## src/rtl/instr_prefetch_unit.sv

```systemverilog
// Byte-serial instruction fetch: assembles big-endian words from byte memory
// and queues them with their PC in a small FIFO for the core.
module instr_prefetch_unit #(
  parameter int ADDR_W = 5,
  parameter int DEPTH = 4,
  parameter logic [ADDR_W-1:0] RESET_PC = '0
) (
  input  logic                     clk,
  input  logic                     reset,
  input  logic                     fetch_en,
  output logic [ADDR_W-1:0]        imem_addr,
  input  logic [7:0]               imem_rdata,
  output logic                     inst_valid,
  input  logic                     inst_ready,
  output logic [31:0]              inst_out,
  output logic [ADDR_W-1:0]        inst_pc,
  input  logic                     redirect_valid,
  input  logic [ADDR_W-1:0]        redirect_pc,
  output logic [$clog2(DEPTH):0]   fifo_count
);

  localparam int PW = $clog2(DEPTH);
  localparam int CW = PW + 1;

  typedef enum logic {FETCH, HOLD} state_t;

  state_t              r_state;
  state_t              w_state_nxt;
  logic [ADDR_W-1:0]   r_fetch_pc;
  logic [1:0]          r_byte_cnt;
  logic [23:0]         r_asm;
  logic [31:0]         r_hold;
  logic [31:0]         r_mem_word [DEPTH];
  logic [ADDR_W-1:0]   r_mem_pc [DEPTH];
  logic [PW-1:0]       r_rd_ptr;
  logic [PW-1:0]       r_wr_ptr;
  logic [CW-1:0]       r_count;

  logic                w_pop;
  logic                w_can_push;
  logic                w_push;
  logic                w_stall;
  logic                w_fire;
  logic [31:0]         w_word;
  logic [31:0]         w_push_word;

  assign imem_addr  = r_fetch_pc + ADDR_W'(r_byte_cnt);
  assign inst_valid = (r_count != '0);
  assign inst_out   = r_mem_word[r_rd_ptr];
  assign inst_pc    = r_mem_pc[r_rd_ptr];
  assign fifo_count = r_count;

  assign w_pop      = inst_valid & inst_ready;
  assign w_can_push = (r_count != CW'(DEPTH)) | w_pop;
  assign w_word     = {r_asm, imem_rdata};
  assign w_fire     = fetch_en & (r_byte_cnt == 2'd3);

  always_comb begin
    w_state_nxt = r_state;
    w_push      = 1'b0;
    w_stall     = 1'b0;
    w_push_word = w_word;
    unique case (r_state)
      FETCH: begin
        if (w_fire) begin
          if (w_can_push) begin
            w_push = 1'b1;
          end else begin
            w_stall     = 1'b1;
            w_state_nxt = HOLD;
          end
        end
      end
      HOLD: begin
        w_push_word = r_hold;
        if (w_can_push) begin
          w_push      = 1'b1;
          w_state_nxt = FETCH;
        end
      end
    endcase
    // a redirect wins over everything, including a completing word
    if (redirect_valid) begin
      w_state_nxt = FETCH;
      w_push      = 1'b0;
      w_stall     = 1'b0;
    end
  end

  always_ff @(posedge clk or posedge reset) begin
    if (reset) r_state <= FETCH;
    else       r_state <= w_state_nxt;
  end

  always_ff @(posedge clk or posedge reset) begin
    if (reset) begin
      r_fetch_pc <= RESET_PC;
      r_byte_cnt <= '0;
      r_asm      <= '0;
      r_hold     <= '0;
      r_rd_ptr   <= '0;
      r_wr_ptr   <= '0;
      r_count    <= '0;
      for (int i = 0; i < DEPTH; i++) begin
        r_mem_word[i] <= '0;
        r_mem_pc[i]   <= '0;
      end
    end else if (redirect_valid) begin
      r_fetch_pc <= {redirect_pc[ADDR_W-1:2], 2'b00};
      r_byte_cnt <= '0;
      r_asm      <= '0;
      r_rd_ptr   <= '0;
      r_wr_ptr   <= '0;
      r_count    <= '0;
    end else begin
      if (w_push) begin
        r_mem_word[r_wr_ptr] <= w_push_word;
        r_mem_pc[r_wr_ptr]   <= r_fetch_pc;
        r_wr_ptr             <= r_wr_ptr + PW'(1);
        r_fetch_pc           <= r_fetch_pc + ADDR_W'(4);
        r_byte_cnt           <= '0;
      end else if (r_state == FETCH && fetch_en &&
                   r_byte_cnt != 2'd3) begin
        case (r_byte_cnt)
          2'd0:    r_asm[23:16] <= imem_rdata;
          2'd1:    r_asm[15:8]  <= imem_rdata;
          default: r_asm[7:0]   <= imem_rdata;
        endcase
        r_byte_cnt <= r_byte_cnt + 2'd1;
      end
      if (w_stall) r_hold <= w_word;
      if (w_pop) r_rd_ptr <= r_rd_ptr + PW'(1);
      case ({w_push, w_pop})
        2'b10:   r_count <= r_count + CW'(1);
        2'b01:   r_count <= r_count - CW'(1);
        default: r_count <= r_count;
      endcase
    end
  end

endmodule

```

## config.mk

```make
export PLATFORM = sky130hd
export DESIGN_NAME = instr_prefetch_unit
export DESIGN_NICKNAME = d
export VERILOG_FILES = /design/src/rtl/instr_prefetch_unit.sv
export SDC_FILE = /design/constraint.sdc
export NUM_CORES = 1
export LEC_CHECK = 0
export ABC_CLOCK_PERIOD_IN_PS = 6650
export CORE_MARGIN = 10
export CORE_UTILIZATION = 45
export CTS_BUF_LIST = sky130_fd_sc_hd__clkbuf_16
export DETAILED_ROUTE_END_ITERATION = 16
export PLACE_DENSITY = 0.66
export SLEW_MARGIN = 30
export SYNTH_ARGS = -nofsm -noshare
export SYNTH_HDL_FRONTEND = slang
export SYNTH_SLANG_ARGS = --single-unit
```

## constraint.sdc

```tcl
create_clock -name clk -period 6.65 [get_ports clk]
set_input_delay 0.665 -clock clk [delete_from_list [all_inputs] [get_ports clk]]
set_output_delay 0.665 -clock clk [all_outputs]
set_load 0.005 [all_outputs]
```

# Yosys cells after proc, flatten, opt, wreduce, memory -nomap -nowiden
# Cells that the tools add are included.
dict set report totals {
  ff_bits 219
  inputBits 18
}
dict set report classes {
  add_sub_neg 7
  order_cmp 3
  n_eq_ne 8
  n_mux 40
  bitwise 7
  n_reduce_logical 18
}
# operator n
set ops {}
lappend ops {{128-bit bitwise mux} 1}
lappend ops {{32-bit two-way mux} 4}
lappend ops {{24-bit two-way mux} 3}
lappend ops {{32-bit binary-select mux with 2-bit select} 1}
lappend ops {{32-bit demux with 2-bit select} 1}
lappend ops {{5-bit two-way mux} 5}
lappend ops {{8-bit two-way mux} 3}
lappend ops {{20-bit bitwise mux} 1}
lappend ops {{2-bit two-way mux} 7}
lappend ops {{5-bit binary-select mux with 2-bit select} 1}
lappend ops {{5-bit demux with 2-bit select} 1}
lappend ops {{2-bit nonzero test} 5}
lappend ops {{3-bit AND reduction} 3}
lappend ops {{3-bit nonzero test} 3}
lappend ops {{1-bit two-way mux} 8}
lappend ops {{2-bit by 1-bit adder with 2-bit output, second input constant} 3}
lappend ops {{3-bit greater-or-equal comparator, second input constant} 2}
lappend ops {{2-bit inverter with 3-bit output} 2}
lappend ops {{3-bit case mux with 2 select lines} 1}
lappend ops {{5-bit by 2-bit adder with 5-bit output} 1}
lappend ops {{5-bit by 3-bit adder with 5-bit output, second input constant} 1}
lappend ops {{2-bit by 1-bit == test with 1-bit output, second input constant} 2}
lappend ops {{2-bit == test, second input constant} 2}
lappend ops {{2-bit inequality test, second input constant} 2}
lappend ops {{14 further kinds} 20}

# Logic depth before layout (Yosys ltp)
# Gate-level depths: netlist of the first run.
dict set report depth {
  ltp_word 10
  mapped_depth 8
  depth_no_buf 8
}

# Worst setup path before layout of the first run
# OpenSTA, ideal clock, no wires.
dict set report synth_path {
  path_kind {input -> register}
  startpoint {input redirect_valid}
  endpoint {register r_count[2], in the netlist fifo_count[2]}
  setup_ns 0.086
  arrival_ns 2.247
  required_time_ns 6.564
  path_slack_ns 4.317
  cell_stages 8
  path_buffers 2
  cell_sequence {clkbuf_1 > clkbuf_1 > nor2_1 > nor2_1 > fa_1 > or3_1 > and3b_1 > nor3_1}
}
dict set report synth_between {
  elab_chain_cells 4
}
# element line_no
set synth_rtl {}
lappend synth_rtl {{start: declaration} 17} ;# input logic redirect_valid,
lappend synth_rtl {{1-bit two-way mux} 83} ;# if (redirect_valid) begin
lappend synth_rtl {{2-bit by 1-bit == test with 1-bit output or 2-bit == test (tied branches)} 133} ;# case ({w_push, w_pop})
lappend synth_rtl {{3-bit case mux with 2 select lines} 133}
lappend synth_rtl {{3-bit two-way mux} 108} ;# end else if (redirect_valid) begin
lappend synth_rtl {{end signal: assignment} 134} ;# 2'b10: r_count <= r_count + CW'(1);
lappend synth_rtl {{end signal: assignment} 135} ;# 2'b01: r_count <= r_count - CW'(1);
lappend synth_rtl {{end signal: assignment} 136} ;# default: r_count <= r_count;
lappend synth_rtl {{end: declaration} 37} ;# logic [CW-1:0] r_count;
# Parallel ways exist; a longest one is shown, timed or not.
# A chain may end at the register's enable or synchronous reset.

# Final worst setup path of the first run
dict set report layout_path {
  startpoint {register r_rd_ptr[1]}
  endpoint {output inst_out[3]}
}
dict set report layout_between {
  elab_chain_cells 4
}
# element line_no
set layout_rtl {}
lappend layout_rtl {{start: declaration} 35} ;# logic [PW-1:0] r_rd_ptr;
lappend layout_rtl {{start signal: assignment} 132} ;# if (w_pop) r_rd_ptr <= r_rd_ptr + PW'(1);
lappend layout_rtl {{2-bit inverter with 3-bit output (not written as such)} 49} ;# assign inst_out = r_mem_word[r_rd_ptr];
lappend layout_rtl {{32-bit binary-select mux with 2-bit select} 49}
lappend layout_rtl {{32-bit two-way mux (not written as such) (2 in a row)} 49}
lappend layout_rtl {{end: declaration} 15} ;# output logic [31:0] inst_out,
# No other way between the ends. The select of a mux whose other input is x is not followed.

==> results of run 1 <==
==> per-layer routing <==
layer / global-route usage (%) / wire, µm / vias to the layer above
li1: - / - / 2405
met1: 19.6 / 8960 / 2870
met2: 24.8 / 9940 / 92
met3: 3.16 / 852 / 26
met4: 2.94 / 282 / 0
met5: 0 / 0 / -
==> report_power, final <==
part	internal, mW	switching [mW]
Clock	0.737	0.480
Sequential	1.31	0.0441
Combinational	0.203	0.189
==> through the flow <==
stage | instances | hold slack [ps]
5_1_grt | 977 | 507
6_report | 977 | 484
3_5_place_dp | 937 | 474
4_1_cts | 977 | 488
2_1_floorplan | 642 | 452
3_3_place_gp | 937 | 461
==> logic make-up (layout without fill, tap and decap cells) <==
logic type,Yosys count,after routing,synth area share (%)
buf+inv,49,114,3.41
mux,242,242,32.9
fa+ha+maj,9,9,1.27
flops,209,209,55.3
xor+xnor,6,6,0.556
simple gates,90,90,4.55
compound gates,35,35,1.93
other cells,1,2,0.0396
==> cells in the mapped netlist, drive strengths merged <==
cell	count
dfrtp	209
mux2	205
nand2	46
mux4	35
a21oi	29
buf	28
clkbuf	16
nor2	12
nand3	9
ha	8
and2	6
inv	5
nor3	5
xnor2	4
o21ai	3
mux2i	2
nand2b	2
nand4	2
or3	2
xor2	2
a21boi	1
a21o	1
and3	1
and3b	1
conb	1
fa	1
nor2b	1
nor3b	1
nor4b	1
o31ai	1
or4b	1
==> flip-flops by register name (all words and copies together) (netlist names) <==
| name | flops |
|---|---|
| r_fetch_pc | 3 |
| r_mem_word | 128 |
| r_state | 1 |
| r_wr_ptr | 2 |
| r_asm | 24 |
| r_hold | 32 |
| fifo_count | 3 |
| r_byte_cnt | 2 |
| r_rd_ptr | 2 |
| r_mem_pc | 12 |
==> final cells by class <==
cell class / count / area [µm²]
clock buffers: 23 / 576
clock inverters: 17 / 145
fillers: 1704 / 9530
inverters: 5 / 31.3
multi-input cells: 384 / 3920
flip-flops and latches: 209 / 5230
well taps: 270 / 338
repair buffers: 69 / 666
==> how the worst max path moves through the flow <==
stage,from,to,slack [ps],cells after the start
after floorplan,reset,fifo_count[0]$_DFFE_PP0P_,280,1
after global placement,redirect_valid,r_mem_pc[3]$_DFFE_PP0P_,3210,6
after detailed placement,redirect_valid,r_mem_word[1]$_DFFE_PP0P_,3090,6
after CTS,r_rd_ptr[1]$_DFFE_PP0P_,inst_out[3],3160,3
after global routing,r_rd_ptr[0]$_DFFE_PP0P_,inst_out[1],3090,3
final,r_rd_ptr[1]$_DFFE_PP0P_,inst_out[3],3180,3
==> metrics.md, run 1 <==
| Metric | Value |
|---|---|
| Max Clock Freq | `roughly 0.29 GHz` |
| Post-CTS Hold Buffers | `0` |
| Routed WL | `approximately 20 mm` |
| Mapped Area | `9460 µm²` |
| I/O pin cnt | `64` |
| # Max-Cap Violations | `0` |
| First-pass GRT wire length | `32.6 mm` |
| Placed inst area | `between 10000 and 15000 µm²` |
| Slowest stage delay, CP | `880 ps` |
| Clock Skew | `8.48 ps` |
| Area Growth Syn to Fin | `15.3%` |
| CTS H-tree depth | `1` |
| Static leakage | `5.11 nW` |
| Slack of the critical path | `3180 ps` |
| Total GRT Usage | `between 10% and 20%` |
| Ant. Diodes | `0` |
| CP delay by family, top | `buffers and inverters` |
| Peak supply drop | `0.173 mV` |
| Number of global-route vias before repair | `5947` |
| Syn avg cell area | `14.8 µm²` |
| 1st-iter DRT viols | `296` |
| Clock Tree Root | `clkbuf_16` |
| #FFs+latches synth | `209` |
| Hold Crit Class | `reg2reg` |
| Seq/Total Area, Yosys | `55.3%` |
| Crit share post-route | `a little over half` |
| Critical path class | `reg2out` |
| DIE AREA | `roughly 27000 µm²` |
| Total grt overflow | `0` |
| CTS tree | `done` |
| Post-CTS Setup Inserts | `0` |
| IO Port Bufs | `59` |
| CP Launch Type | `register` |
| Layout cells sized above 1 | `38.2%` |
| Worst r2r dst | `r_mem_word[1]$_DFFE_PP0P_` |
| Setup TNS | `0 ps` |
| Final Util | `53.4%` |
| Slew headroom | `34.3%` |
| Arrival time of the worst setup path | `around 2800 ps` |
| Power per cell area | `272 nW/µm²` |
| Kind of end point of the critical path | `output port` |
| Reg-to-reg critical path startpoint | `r_byte_cnt[0]$_DFFE_PP0P_` |
| Top-area cell type share of the netlist area | `55.3%` |
| Nets | `718` |
| Final hold vios | `0` |
| Endpoints failing setup | `0` |
| Min Clock Period, post-route | `3470 ps` |
| Initial Util | `a little under half` |
| Worst-skew pair later-pin latency | `roughly 500 ps` |
| YS warnings | `0` |
| Most frequent cells in the layout | `dfrtp_1 (208), mux2_2 (192), clkdlybuf4s50_1 (59)` |
| Routed Antenna Nets | `0` |
| Largest net degree at the start of global routing | `approximately 160` |
| Worst Reg-to-Reg Cells | `6` |
| Hold Startpoint | `r_mem_word[54]$_DFFE_PP0P_` |
| CTS buffer count | `22` |
| Hold Path Sink | `r_mem_word[54]$_DFFE_PP0P_` |
| Setup WS pre-CTS | `3090 ps` |
| Top post-synthesis cells by area | `dfrtp_1 (55%), mux2_2 (23%), mux4_2 (8.3%)` |
| Status | `finished, final reports clean` |
| Synth area leader | `dfrtp_1` |
| Row cnt | `52` |
| # DRC | `0` |
| Resized Gates After CTS | `0` |
| Avg WL per Cell | `20.5 µm` |
| Data required time at the worst endpoint | `between 5000 and 6000 ps` |
| Slowest-stage cell, CP | `dfrtp_1` |
| Commonest non-fill, non-tap cell in the layout | `dfrtp_1` |
| RSZ-0062 raised after global routing | `false` |
| Dpl hpwl | `12.4 mm` |
| Die Y | `165 µm` |
| Least-Margin Pin Slew | `between 900 and 1000 ps` |
| Detailed Routing Iterations Pass 1 | `4` |
| Core Region | `between 20000 and 25000 µm²` |
| Clock slew at reported path FFs | `60 ps` |
| Reg-to-reg slack, setup | `between 3000 and 4000 ps` |
| Fin. max-slew vios | `0` |
| CTS Sinks | `209` |
| Vias per cell | `5.52` |
| DR vias | `5393` |
| Power, Total | `a little under 3 mW` |
| Synthesized instance count | `approximately 640` |
| Max Fanout on Critical Path | `24` |
| Clk buf depth | `3` |
| Post-route cell area | `10900 µm²` |
| CP Buf/Inv Count | `2` |
| CP Cell Sequence | `buf_4 > mux4_2 > clkdlybuf4s50_1` |
| Unique masters post-synth | `35` |
| Die width | `between 150 and 200 µm` |
| Final GP Congestion | `0.760` |
| Worst Hold Depth | `1` |
| Antenna violations before repair | `0` |
Note: power is estimated with default switching activity, not from simulation.
==> inputs of run 2 (changes only) <==
--- a/config.mk
+++ b/config.mk
@@ -5,7 +5,7 @@
 export SDC_FILE = /design/constraint.sdc
 export NUM_CORES = 1
 export LEC_CHECK = 0
-export ABC_CLOCK_PERIOD_IN_PS = 6650
+export ABC_CLOCK_PERIOD_IN_PS = 3000
 export CORE_MARGIN = 10
 export CORE_UTILIZATION = 45
 export CTS_BUF_LIST = sky130_fd_sc_hd__clkbuf_16
==> constraint.sdc (replaced) <==
create_clock -name clk -period 3 [get_ports clk]
set_input_delay 0.3 -clock clk [delete_from_list [all_inputs] [get_ports clk]]
set_output_delay 0.3 -clock clk [all_outputs]
set_load 0.005 [all_outputs]
==> metrics.md, run 2 (synthesis gave the netlist of run 1 again) <==
| Metric | Value |
|---|---|
| Clock slew at reported path FFs | `60 ps` |
| Slowest stage delay, CP | `610 ps` |
| CP delay by family, top | `buffers and inverters` |
| CP Cell Sequence | `buf_4 > mux4_2 > clkdlybuf4s50_1` |
| Clk buf depth | `3` |
| Max Clock Freq | `0.385 GHz` |
| Peak supply drop | `0.450 mV` |
| Avg WL per Cell | `19.8 µm` |
| Placed cell count | `about 950` |
| Max Fanout on Critical Path | `18` |
| Nets | `around 730` |
| Worst-skew pair later-pin latency | `510 ps` |
| Core Region | `~20000 µm²` |
| Initial Util | `between 40 and 50%` |
| FF+latch area | `roughly 5200 µm²` |
| First-pass GRT wire length | `around 32 mm` |
| Fillers | `1660` |
| Clock Tree Root | `clkbuf_16` |
| CTS buffer count | `23` |
| Total grt overflow | `0` |
| Largest Register | `r_mem_word` |
| Min Clock Period, post-route | `2600 ps` |
| Total GRT Usage | `14.8%` |
| CTS Sinks | `209` |
| 1st-iter DRT viols | `257` |
| Power, Total | `6.92 mW` |
| Power per cell area | `slightly above 600 nW/µm²` |
| Routed WL | `approximately 20 mm` |
| Non-Filler Instances | `991` |
| Final GP Congestion | `approximately 0.75` |
| Layout cells sized above 1 | `between 40% and 50%` |
| Endpoints failing setup | `0` |
| Most frequent cells in the layout | `dfrtp_1 (208), mux2_2 (192), clkdlybuf4s50_1 (59)` |
| Slew headroom | `49.8%` |
| Post-route cell area | `11100 µm²` |
| DIE AREA | `27200 µm²` |
| Data required time at the worst endpoint | `about 2700 ps` |
| I/O pin cnt | `64` |
| CP Launch Type | `register` |
| DR vias | `5356` |
| Resized Gates After CTS | `0` |
| Kind of end point of the critical path | `output port` |
| Largest net degree at the start of global routing | `46` |
| Crit share post-route | `86.6%` |
| Least-Margin Pin Slew | `751 ps` |
| Arrival time of the worst setup path | `2300 ps` |
| Setup TNS | `0 ps` |
| Area Growth Syn to Fin | `17.7%` |
| Die Y | `165 µm` |
| Post-CTS Setup Inserts | `0` |
| Placed inst area | `10300 µm²` |
| Number of global-route vias before repair | `5976` |
| Largest register FFs | `roughly 130` |
| Die width | `roughly 160 µm` |
| # DRC | `0` |
| CP Buf/Inv Count | `2` |
| Clock Skew | `just over 9 ps` |
| RSZ-0062 raised after global routing | `false` |
| Slowest-stage cell, CP | `mux4_2` |
| Antenna violations before repair | `0` |
| Critical path class | `reg2out` |
| Hold Crit Class | `in2async` |
| Status | `finished, final reports clean` |
| IO Port Bufs | `59` |
| Ant. Diodes | `0` |
| Row cnt | `52` |
| Reg-to-reg critical path startpoint | `fifo_count[0]$_DFFE_PP0P_` |
| Final hold vios | `0` |
| Commonest non-fill, non-tap cell in the layout | `dfrtp_1` |
| CTS tree | `done` |
| # Max-Cap Violations | `0` |
| Post-CTS Hold Buffers | `0` |
| Routed Antenna Nets | `0` |
| CP startpoint | `r_rd_ptr[0]$_DFFE_PP0P_` |
| Dpl hpwl | `around 13 mm` |
| Static leakage | `5.23 nW` |
| CTS H-tree depth | `1` |
| Vias per cell | `5.40` |
| Detailed Routing Iterations Pass 1 | `4` |
| Largest regs | `r_mem_word x128, r_hold x32, r_asm x24` |
| Fin. max-slew vios | `0` |
| Multi-input gate area | `slightly below 4000 µm²` |
==> run 2: cell types whose count changed in the layout (fill, tap and decap cells not counted), moves of 2 or more <==
cell,delta
buf_12,+5
buf_4,+7
bufinv_16,+3
clkinv_1,-3
clkinv_2,+3
inv_1,-2
==> run 2: layout make-up <==
class                   instances  area share (%)
flip-flops and latches        209            47.0
multi-input cells             384            35.1
repair buffers                 81            7.35
clock buffers                  23            5.17
well taps                     270            3.03
clock inverters                19            2.16
inverters                       5           0.202
==> run 2: report_power, final <==
group | switching [mW] | internal [mW] | total (mW)
Sequential | 0.0829 | 2.91 | 3.00
Clock | 1.12 | 1.91 | 3.03
Combinational | 0.424 | 0.469 | 0.893
==> run 2: stage by stage <==
| step | utilization [%] | hold WS, ps | setup slack, ps |
|---|---|---|---|
| after floorplan | - | 421 | -14.2 |
| after global placement | 50.5 | 462 | 538 |
| after detailed placement | 50.5 | 471 | 525 |
| after CTS | 54.5 | 278 | 343 |
| after global routing | 54.5 | 318 | 279 |
| final | 54.5 | 273 | 401 |
==> run 2: worst register-to-register path, delay by kind of cell (launching register included) <==
| kind | cells | cell delay (ps) |
|---|---|---|
| and+or+nand+nor | 4 | 880 |
| AOI/OAI and AO/OA | 1 | 650 |
| DFF | 1 | 480 |
| adders and majority gates | 1 | 400 |
==> run 2: path summary, 6_finish.rpt <==
| path | to | slack (ps) | depth (start not counted) |
|---|---|---|---|
| max in group asynchronous | r_hold[22]$_DFFE_PP0P_ | 2020 | 3 |
| worst max-delay path | inst_out[1] | 400 | 3 |
| worst min register to register | r_mem_word[55]$_DFFE_PP0P_ | 480 | 1 |
| worst min-delay path | r_mem_word[19]$_DFFE_PP0P_ | 270 | 2 |
| min in group clk | r_fetch_pc[2]$_DFFE_PP0P_ | 360 | 3 |
| worst max register to register | fifo_count[2]$_DFFE_PP0P_ | 510 | 6 |
==> run 2: metal layers <==
layer	track usage (%)	vias up	share of wire (%)
met5	0	-	0
met1	19.5	2800	43
met2	24.3	100	49
met4	3.46	0	1.8
li1	-	2428	-
met3	3.41	28	5.7
==> inputs of run 3 (changes only) <==
--- a/config.mk
+++ b/config.mk
@@ -10,6 +10,7 @@
 export CORE_UTILIZATION = 45
 export CTS_BUF_LIST = sky130_fd_sc_hd__clkbuf_16
 export DETAILED_ROUTE_END_ITERATION = 16
+export GPL_TIMING_DRIVEN = 0
 export PLACE_DENSITY = 0.66
 export SLEW_MARGIN = 30
 export SYNTH_ARGS = -nofsm -noshare
==> metrics.md, run 3 (synthesis gave the netlist of run 1 again) <==
| Metric | Value |
|---|---|
| CTS buffer count | `23` |
| Worst Reg-to-Reg Cells | `6` |
| Endpoints failing setup | `0` |
| Power, Total | `6.48 mW` |
| Row cnt | `52` |
| CTS tree | `done` |
| Commonest non-fill, non-tap cell in the layout | `dfrtp_1` |
| Most frequent cells in the layout | `dfrtp_1 (209), mux2_2 (192), clkdlybuf4s50_1 (58)` |
| CP delay by family, top | `buffers and inverters` |
| DR vias | `5534` |
| Total grt overflow | `0` |
| CP Buf/Inv Count | `3` |
| Dpl hpwl | `roughly 15 mm` |
| First-pass GRT wire length | `34.0 mm` |
| Internal power | `4.87 mW` |
| Status | `finished, final reports clean` |
| Avg WL per Cell | `20.6 µm` |
| Layout cells sized above 1 | `39.7%` |
| Vias per cell | `5.46` |
| Comb power frac | `~15%` |
| Critical path class | `reg2out` |
| Detailed Routing Iterations Pass 1 | `4` |
| Post-CTS Setup Inserts | `0` |
| Number of global-route vias before repair | `6231` |
| Hold Crit Class | `in2async` |
| Nets | `759` |
| Area Growth Syn to Fin | `18.8%` |
| Largest regs | `r_mem_word x128, r_hold x32, r_asm x24` |
| Psw | `1.61 mW` |
| CP Launch Type | `register` |
| Fin. max-slew vios | `0` |
| Clk buf depth | `3` |
| Clock Skew | `23.4 ps` |
| Die Y | `roughly 160 µm` |
| Largest net degree at the start of global routing | `32` |
| Crit share post-route | `a little over nine tenths` |
| Clock slew at reported path FFs | `approximately 60 ps` |
| # DRC | `0` |
| # Max-Cap Violations | `0` |
| Clock Tree Root | `clkbuf_16` |
| Seq pwr share | `46.2%` |
| Largest register FFs | `128` |
| CP startpoint | `r_rd_ptr[0]$_DFFE_PP0P_` |
| Placed cell count | `978` |
| Min Clock Period, post-route | `2830 ps` |
| Reg-to-reg critical path startpoint | `fifo_count[0]$_DFFE_PP0P_` |
| Switching share of power | `24.9%` |
| Part of the power in the clock network | `39.1%` |
| Worst-skew pair later-pin latency | `520 ps` |
| Max Fanout on Critical Path | `10` |
| CTS Sinks | `about 210` |
| Static leakage | `5.29 nW` |
| Slowest stage delay, CP | `550 ps` |
| Reg-to-reg slack, setup | `~480 ps` |
| Antenna violations before repair | `0` |
| Kind of end point of the critical path | `output port` |
| Routed WL | `20.9 mm` |
| Die width | `165 µm` |
| Setup WS pre-CTS | `around 200 ps` |
| Slack of the critical path | `around 170 ps` |
| Peak supply drop | `between 0.4 and 0.5 mV` |
| Largest Register | `r_mem_word` |
| Final hold vios | `0` |
| Setup TNS | `0 ps` |
| Ant. Diodes | `0` |
| RSZ-0062 raised after global routing | `false` |
| Worst r2r dst | `fifo_count[2]$_DFFE_PP0P_` |
| Final GP Congestion | `0.822` |
| CP Cell Sequence | `buf_2 > clkbuf_4 > mux4_2 > clkdlybuf4s50_1` |
| IO Port Bufs | `58` |
| I/O pin cnt | `64` |
| Routed Antenna Nets | `0` |
| Total GRT Usage | `15.7%` |
| Slew headroom | `53.1%` |
| Initial Util | `46.3%` |
| Arrival time of the worst setup path | `2530 ps` |
| 1st-iter DRT viols | `about 230` |
| Least-Margin Pin Slew | `698 ps` |
| Max Clock Freq | `0.354 GHz` |
| DIE AREA | `between 20000 and 30000 µm²` |
| Core Region | `20400 µm²` |
| Slowest-stage cell, CP | `mux4_2` |
| Power per cell area | `576 nW/µm²` |
| CTS H-tree depth | `1` |
| Data required time at the worst endpoint | `2700 ps` |
| Non-Filler Instances | `1014` |
-- run 3: cell count changes in the layout (fill, tap and decap cells not counted), sizes merged --
| cell | before | now |
|---|---|---|
| clkbuf | 23 | 39 |
| buf | 22 | 35 |
| bufinv | 6 | 1 |
| clkinv | 10 | 6 |
| inv | 7 | 11 |
| clkdlybuf4s50 | 59 | 58 |
-- run 3: cell type report --
class | count | area, µm²
timing repair buffer | 66 | 763
inverter | 5 | 22.5
multi-input combinational | 384 | 3910
tap | 270 | 338
buffer | 43 | 312
clock buffer | 23 | 576
sequential | 209 | 5230
fill | 1686 | 9190
clock inverter | 14 | 88.8
-- run 3: through the flow --
stage | hold WS [ps] | cell area [µm²] | utilization, %
2_1_floorplan | 421 | 9470 | -
3_3_place_gp | 461 | 10400 | 50.8
3_5_place_dp | 474 | 10600 | 51.7
4_1_cts | 87.5 | 11200 | 55.0
5_1_grt | 102 | 11200 | 55.0
6_report | 87.6 | 11200 | 55.0
-- run 3: worst max-delay path by stage --
stage                                            end  slack [ps]  depth (start not counted)
final                                    inst_out[9]         170                          4
after global routing                    inst_out[11]           8                          4
after CTS                                inst_out[9]          10                          4
after detailed placement                inst_out[26]         200                          4
after global placement    r_mem_word[34]$_DFFE_PP0P_       -1390                          2
after floorplan            fifo_count[0]$_DFFE_PP0P_         -10                          1
-- run 3: power by group through the flow --
stage | Combinational [mW] | Sequential, mW | Clock, mW
after global placement | 0.912 | 3.04 | 0
after floorplan | 0.572 | 3.02 | 0
after detailed placement | 0.960 | 3.04 | 0
after global routing | 1.04 | 3.01 | 2.71
final | 0.947 | 3.00 | 2.54
after CTS | 0.970 | 3.00 | 2.59
-- run 3: layer usage --
metal / wire length, µm / part of all wire, % / global-route usage, % / up-vias
li1: - / - / - / 2475
met1: 8980 / 43 / 20.2 / 2926
met2: 10400 / 50 / 26.9 / 106
met3: 1110 / 5.3 / 2.79 / 27
met4: 415 / 2.0 / 3.78 / 0
met5: 0 / 0 / 0 / -
-- run 3: repair_timing --
item	CTS	global route
gates resized for setup	5	1
setup endpoints to repair	29	10
hold buffers	0	0
